<file path="config.mk">
export PLATFORM = sky130hd
export DESIGN_NAME = sar_seq_ctrl
export DESIGN_NICKNAME = d
export VERILOG_FILES = /design/src/rtl/sar_seq_ctrl.sv
export SDC_FILE = /design/constraint.sdc
export NUM_CORES = 1
export LEC_CHECK = 0
export BUFFER_PORTS_ARGS = -buffer_cell sky130_fd_sc_hd__buf_2
export CORE_MARGIN = 4
export CORE_UTILIZATION = 53
export DETAILED_ROUTE_END_ITERATION = 8
export PLACE_DENSITY_LB_ADDON = 0.12
export SETUP_SLACK_MARGIN = 0.4
export SLEW_MARGIN = 25
export SYNTH_ARGS = -nofsm -noshare
export SYNTH_HDL_FRONTEND = slang
export SYNTH_SLANG_ARGS = --single-unit
</file>
<file path="constraint.sdc">
create_clock -name clk -period 3.2 [get_ports clk]
set_clock_uncertainty 0.15 [all_clocks]
set_input_delay 0.32 -clock clk [delete_from_list [all_inputs] [get_ports clk]]
set_output_delay 0.32 -clock clk [all_outputs]
set_load 0.03 [all_outputs]
</file>
<file path="src/rtl/sar_seq_ctrl.sv">
// Successive-approximation ADC sequencer: scans enabled channels, runs sample/convert, holds result until ack.
// Optional SAR_AVG_EN: four conversions per channel, averaged result.
module sar_seq_ctrl #(
    parameter int N          = 8,
    parameter int NCH        = 4,
    parameter int CHW        = 2,
    parameter int SAMPLE_CYC = 8
) (
    input  logic           clk,
    input  logic           rst_n,
    input  logic           go,
    input  logic [NCH-1:0] ch_en,
    input  logic           cmp,
    input  logic           ack,
    output logic [CHW-1:0] ch_sel,
    output logic           sample,
    output logic [N-1:0]   value,
    output logic [N-1:0]   result,
    output logic [CHW-1:0] result_ch,
    output logic           valid
);
    typedef enum logic [1:0] {IDLE, SAMPLE, CONVERT, DONE} state_t;

    localparam int CNTW = (SAMPLE_CYC > 1) ? $clog2(SAMPLE_CYC) : 1;
    localparam logic [N-1:0] MSB = {1'b1, {(N-1){1'b0}}};

    state_t          state, state_nx;
    logic [CNTW-1:0] cnt;
    logic [N-1:0]    ring;
    logic            any_en, last_sample, conv_last;
    logic [CHW-1:0]  ch_low, ch_next, ch_above;
    logic            above_found;

    assign any_en      = |ch_en;
    assign last_sample = (cnt == CNTW'(SAMPLE_CYC - 1));

`ifdef SAR_AVG_EN
    logic [1:0]   avg_cnt;
    logic [N-1:0] code;
    logic [N+1:0] acc, sum;
    assign code      = cmp ? (result | ring) : result;
    assign sum       = acc + {2'b00, code};
    assign conv_last = (avg_cnt == 2'd3);
`else
    assign conv_last = 1'b1;
`endif

    // Descending scan: the last hit is the lowest enabled channel (above ch_sel for ch_above).
    always_comb begin
        ch_low      = '0;
        ch_above    = '0;
        above_found = 1'b0;
        for (int i = NCH - 1; i >= 0; i--) begin
            if (ch_en[i]) begin
                ch_low = CHW'(i);
                if (i > int'(ch_sel)) begin
                    ch_above    = CHW'(i);
                    above_found = 1'b1;
                end
            end
        end
        ch_next = above_found ? ch_above : ch_low;
    end

    always_ff @(posedge clk or negedge rst_n) begin
        if (!rst_n) state <= IDLE;
        else        state <= state_nx;
    end

    always_comb begin
        state_nx = state;
        case (state)
            IDLE:    if (go && any_en) state_nx = SAMPLE;
            SAMPLE:  if (!go) state_nx = IDLE;
                     else if (last_sample) state_nx = CONVERT;
            CONVERT: if (!go) state_nx = IDLE;
                     else if (ring[0]) state_nx = conv_last ? DONE : SAMPLE;
            DONE:    if (ack) state_nx = (go && any_en) ? SAMPLE : IDLE;
            default: state_nx = IDLE;
        endcase
    end

    always_comb begin
        sample = (state == SAMPLE);
        valid  = (state == DONE);
        value  = result | ring;
    end

    always_ff @(posedge clk or negedge rst_n) begin
        if (!rst_n) begin
            ch_sel    <= '0;
            result_ch <= '0;
            result    <= '0;
            ring      <= '0;
            cnt       <= '0;
`ifdef SAR_AVG_EN
            acc       <= '0;
            avg_cnt   <= '0;
`endif
        end else begin
            case (state)
                IDLE: begin
                    ring   <= '0;
                    result <= '0;
                    cnt    <= '0;
`ifdef SAR_AVG_EN
                    acc     <= '0;
                    avg_cnt <= '0;
`endif
                    if (state_nx == SAMPLE) ch_sel <= ch_low;
                end
                SAMPLE: begin
                    if (state_nx == IDLE) begin
                        ring   <= '0;
                        result <= '0;
                        cnt    <= '0;
                    end else if (state_nx == CONVERT) begin
                        cnt    <= '0;
                        ring   <= MSB;
                        result <= '0;
                    end else begin
                        cnt <= cnt + 1'b1;
                    end
                end
                CONVERT: begin
                    if (!go) begin
                        ring   <= '0;
                        result <= '0;
                    end else begin
                        ring <= ring >> 1;
                        if (cmp) result <= result | ring;
                        if (ring[0]) result_ch <= ch_sel;
`ifdef SAR_AVG_EN
                        // Last bit resolved: fold this code into the running sum.
                        if (ring[0]) begin
                            if (conv_last) begin
                                result  <= sum[N+1:2];
                                acc     <= '0;
                                avg_cnt <= '0;
                            end else begin
                                result  <= '0;
                                acc     <= sum;
                                avg_cnt <= avg_cnt + 2'd1;
                            end
                        end
`endif
                    end
                end
                DONE: begin
                    if (ack) begin
                        result <= '0;
                        if (state_nx == SAMPLE) ch_sel <= ch_next;
                    end
                end
                default: ;
            endcase
        end
    end
endmodule

</file>
Yosys cells after proc, flatten, opt, wreduce, memory -nomap -nowiden
Cells that the tools add are included.
{"block": "classes", "n_lt_le_gt_ge": 3, "n_bitwise": 1, "n_addsub": 1, "n_eq_ne": 11, "mux": 42, "reduce_logical": 11}
{"op": "two-way mux 8 bit", "count": 7}
{"op": "two-way mux 2 bit", "count": 20}
{"op": "case mux 8 bit (4 select lines)", "count": 1}
{"op": "case mux 8 bit (3 select lines)", "count": 1}
{"op": "bitwise OR 8 bit", "count": 1}
{"op": "case mux 2 bit (4 select lines)", "count": 1}
{"op": "two-way mux 1 bit", "count": 7}
{"op": "two-way mux 7 bit", "count": 1}
{"op": "== test 2 bit, second input constant", "count": 3}
{"op": "two-way mux 3 bit", "count": 2}
{"op": "case mux 3 bit (2 select lines)", "count": 1}
{"op": "AND reduction 3 bit", "count": 2}
{"op": "== test 2 x 1 -> 1 bit, second input constant", "count": 2}
{"op": "greater-than comparator 2 bit, first input constant", "count": 2}
{"op": "logical NOT 2 bit", "count": 2}
{"op": "inequality test 2 bit, second input constant", "count": 2}
{"op": "case mux 2 bit (2 select lines)", "count": 1}
{"op": "AND reduction 4 bit", "count": 1}
{"op": "nonzero test 2 bit", "count": 2}
{"op": "OR reduction 4 bit", "count": 1}
{"op": "adder 3 x 1 -> 3 bit, second input constant", "count": 1}
{"op": "== test 3 bit, second input constant", "count": 1}
{"op": "inequality test 3 x 1 -> 1 bit, second input constant", "count": 1}
{"op": "inequality test 3 bit, second input constant", "count": 1}
{"op": "5 further kinds", "count": 5}
{"block": "totals", "out_inout_bits": 22, "elab_cells": 75, "regBits": 25, "inputBits": 9}

Logic depth before layout (Yosys ltp)
{"block": "logic_depth", "ltp_word": 11, "ltp_mapped": 8}

Least setup slack after synthesis
No wires, ideal clock.
{"block": "synth_path", "path_type": "reg2reg", "from": "reg state[1]", "to": "reg ch_sel[1]", "arrival_ps": 2212, "required_ps": 2925, "period_less_slack_ps": 2486, "slack_ps": 714, "path_stages_with_launch": 9, "n_path_buf": 1, "path_cell_list": "dfrtp_1 -> inv_1 -> ha_1 -> clkbuf_1 -> o21ai_0 -> a31o_2 -> o32ai_1 -> a211o_2 -> mux2_2"}
{"block": "synth_between", "elab_cells_between_ends": 18, "cone_classes": "7 x eq/ne; 8 x mux; 3 x reduce/logical"}
{"element": "start: declaration", "line": "27", "text": "state_t state, state_nx;"}
{"element": "start signal: assignment", "line": "67", "text": "else state <= state_nx;"}
{"element": "== test 2 x 1 -> 1 bit (*)"}
{"element": "net sample", "line": "16", "text": "output logic sample,"}
{"element": "case mux 2 bit (4 select lines) (*)", "line": "72", "text": "case (state)"}
{"element": "net state_nx[1]", "line": "27"}
{"element": "== test 2 x 1 -> 1 bit (*)", "line": "110, 152"}
{"element": "inequality test 2 bit (no line) / inequality test 2 x 1 -> 1 bit (equally long branches)"}
{"element": "AND reduction 4 bit (no line) (*)"}
{"element": "end signal: assignment", "line": "110", "text": "if (state_nx == SAMPLE) ch_sel <= ch_low;"}
{"element": "end signal: assignment", "line": "152", "text": "if (state_nx == SAMPLE) ch_sel <= ch_next;"}
{"element": "end: declaration", "line": "15", "text": "output logic [CHW-1:0] ch_sel,"}
Mark *: on every way through the listed nets, which the timed path passes. The rest lies on a longest branch.
A chain may end at the register's enable or synchronous reset.

Worst setup path after layout
{"block": "layout_path", "from": "reg state[1]", "to": "reg result[7]"}
{"block": "layout_between", "elab_cells_between_ends": 19, "cone_classes": "7 x eq/ne; 9 x mux; 3 x reduce/logical"}
{"element": "== test 2 bit (tied with other cells)", "line": "72"}
{"element": "case mux 2 bit (4 select lines) (*)", "line": "72"}
{"element": "net state_nx[0]", "line": "27"}
{"element": "== test 2 bit / logical NOT 2 bit (equally long branches)", "line": "117, 113"}
{"element": "inequality test 3 x 1 -> 1 bit (no line) / two-way mux 8 bit (equally long branches)"}
{"element": "AND reduction 3 bit (no line) / case mux 8 bit (4 select lines) (equally long branches)"}
{"element": "end signal: assignment", "line": "131", "text": "if (cmp) result <= result | ring;"}
{"element": "end: declaration", "line": "18", "text": "output logic [N-1:0] result,"}
Marks and branches as above.

==> summary.txt <==
Cells and area
  – Proportion of layout cells with a drive suffix above 1: 0.3235
  – Area grow syn2layout: 14.38%
  – Final #Nets: 186
  – Finished layout cell area: 0.001652 sq mm
  – Non-Filler Instances: 200
  – Antenna diodes: 0

Power and ir drop
  – Power density cells: 572.5 mW/mm^2
  – Post-layout power: 945.6 uW
  – Leak: 0.8532 nW
  – Peak VDD IR: 0.0003754 V

Hold path
  – Worst min-delay path startpoint: cmp
  – Hold endpoint: result[6]
  – Min-delay worst type: in -> reg
  – Hold Path Depth: 3

Critical path
  – CP Launch Point: state[1]
  – Setup CP Type: reg -> reg
  – Crit. End Element: flop
  – RR Startpoint: state[1]
  – Worst r2r dst: result[7]
  – Worst setup SP type: flop
  – CP Max Fanout: 12
  – R2r setup slk: 0.64 ns
  – CP Data Arrival Time: 2.62 ns
  – Worst path required time: 3.27 ns
  – Worst r2r path cells: 9

Synthesis
  – Top-count cell post-synth: dfrtp_1
  – Seq cells post-synth: 25
  – Netlist cell types: 38
  – Syn Inst Count: 139
  – Post-synthesis average cell area: 10.39 sq um
  – Post-synth ARST share: 1.000
  – EDFF count, synth: 0
  – Ys flop type: dfrtp_1
  – Synthesized area: 0.001444 sq mm
  – Syn nets: 154
  – Synth top area cells: dfrtp_1, mux2i_1, a41oi_1
  – Sequential fraction of the synthesis area: 0.4333
  – Yosys top cell area share: 0.4333
  – Yosys top cell by area: dfrtp_1
  – Ys Warns: 0
  – Most frequent cells after synthesis: dfrtp_1, inv_1, nor2_1

Clock network
  – CTS Buf Count: 3
  – Root Buffer Master: clkbuf_4
  – Clk pin slew, worst setup/hold paths: 0.13 ns
  – Htree depth: 1
  – Clock Path Buffers: 2
  – Clock Sinks: 25
  – CTS tree: done
  – Worst skew pair latency: 0.31 ns

Run status
  – Status: finished, final reports clean

Floorplan
  – Row count: 18
  – Ports: 31
  – Starting density of the core: 0.5674
  – Die Wd: 60.20 um
  – Die H: 60.20 um
  – Core area: 0.002545 sq mm
  – Die area: 0.003623 sq mm

Run
  – Max-Cap Viols: 0

Placement
  – Area after DPL: 0.001605 sq mm
  – Cells after DPL: 194
  – PortBufs: 30
  – RD Place Congestion: 0.8761
  – Hpwl dp: 2.323 mm

Timing
  – Final TNS setup: 0 ns
  – Final setup vio count: 0
  – FMAX: 0.3907 GHz
  – Hold Vio Cnt, Final: 0
  – Final Cycle Share: 0.7998
  – Final min period: 2.559 ns
  – Fin. max-slew vios: 0
  – Worst-margin pin slew: 0.5546 ns
  – Rel. slew slack: 0.6303
  – Unrepaired setup endpoints after global routing: no

Route
  – Via density: 5.680
  – DRT Wirelength: 3.030 mm
  – WL/cell: 15.15 um
  – Number of DRC markers in iteration 0: 42
  – Via count: 1,136
  – DRT Pass-1 Iters: 4
  – Post-route antenna net violation count: 0
  – Number of remaining DRC errors: 0

GRT
  – Initial antenna violation count: 0
  – GRT Total Usage: 0.1833
  – Pin count of the biggest net entering global routing: 26
  – Number of global-route vias before repair: 1,072
  – Total global routing overflow: 0
  – First-pass GRT wire length: 4.940 mm
## where the power goes
part / switching (mW) / internal [mW] / total (mW)
logic: 0.268 / 0.169 / 0.436
registers: 0.0266 / 0.343 / 0.370
clock network: 0.0907 / 0.0487 / 0.139
## critical path: stages (launching register included)
cell and delay, ns:
dfrtp_1 0.40, inv_1 0.09, ha_1 0.35, nor2b_1 0.21, o211a_1 0.26, nor4_2 0.32
inv_1 0.19, a221oi_4 0.24, buf_4 0.19, nor2_1 0.06
## worst max-delay path by stage
stage | endpoint | depth (start not counted)
after floorplan | ch_sel[1] | 8
after global placement | result[1] | 7
after detailed placement | result[7] | 7
after CTS | result[7] | 7
after global routing | result[1] | 9
final | result[7] | 9
## state kept, by name, indices dropped and copies added (netlist names)
| name | cells |
|---|---|
| cnt | 3 |
| result_ch | 2 |
| ring | 8 |
| result | 8 |
| state | 2 |
| ch_sel | 2 |
## cells by family (layout without fill, tap and decap cells)
family / count (synthesis) / in the layout / share of synthesized area
adder cells (fa/ha/maj): 6 / 6 / 0.05199
buffers and inverters: 19 / 50 / 0.05720
multiplexers: 11 / 11 / 0.08145
flip-flops: 25 / 25 / 0.4333
AND/OR/NAND/NOR: 46 / 46 / 0.1664
AO/OA/AOI/OAI: 31 / 31 / 0.2037
XOR/XNOR: 1 / 1 / 0.006067
## metal layers
metal / vias to the layer above / global-route usage / share of wire
li1: 558 / - / -
met1: 548 / 0.2436 / 0.44
met2: 26 / 0.2963 / 0.49
met3: 4 / 0.02592 / 0.058
met4: 0 / 0.07595 / 0.014
met5: - / 0 / 0
## repair_timing
action / in CTS / in global routing
hold endpoints to repair: 25 / 0
buffers inserted: 0 / 1
gates resized for setup: 0 / 1
endpoints found under the setup margin: 0 / 8
hold buffers: 1 / 0
## metrics by stage
step / worst slack, ns / utilization / hold slack (ns)
after global placement: 0.5831 / 0.6308 / 0.1877
final: 0.6407 / 0.6490 / 0.2490
after detailed placement: 0.4728 / 0.6308 / 0.1942
after CTS: 0.4576 / 0.6450 / 0.2370
after floorplan: 0.7137 / - / -0.1256
after global routing: 0.4414 / 0.6490 / 0.2404
## cell type report
| cell class | count | area [sq um] |
|---|---|---|
| clock buffers | 4 | 26.28 |
| fillers | 232 | 893.4 |
| inverters | 13 | 48.80 |
| multi-input cells | 95 | 738.2 |
| flip-flops and latches | 25 | 625.6 |
| well taps | 30 | 37.54 |
| repair buffers | 33 | 175.2 |
## layout by cell type (no fill, tap or decap), drive strengths merged, types with 2 or more instances in the layout
cell / Yosys / routed
mux2: 3 / 3
a21oi: 5 / 5
inv: 13 / 13
nor2: 13 / 13
o41ai: 2 / 2
ha: 6 / 6
dfrtp: 25 / 25
nand2b: 4 / 4
a32o: 2 / 2
buf: 4 / 32
and3: 2 / 2
nand3: 3 / 3
mux2i: 8 / 8
or2: 8 / 8
nand2: 9 / 9
clkbuf: 2 / 4
nor2b: 3 / 3
a41oi: 9 / 9
o21ai: 4 / 4
Note: power is estimated with default switching activity, not from simulation.
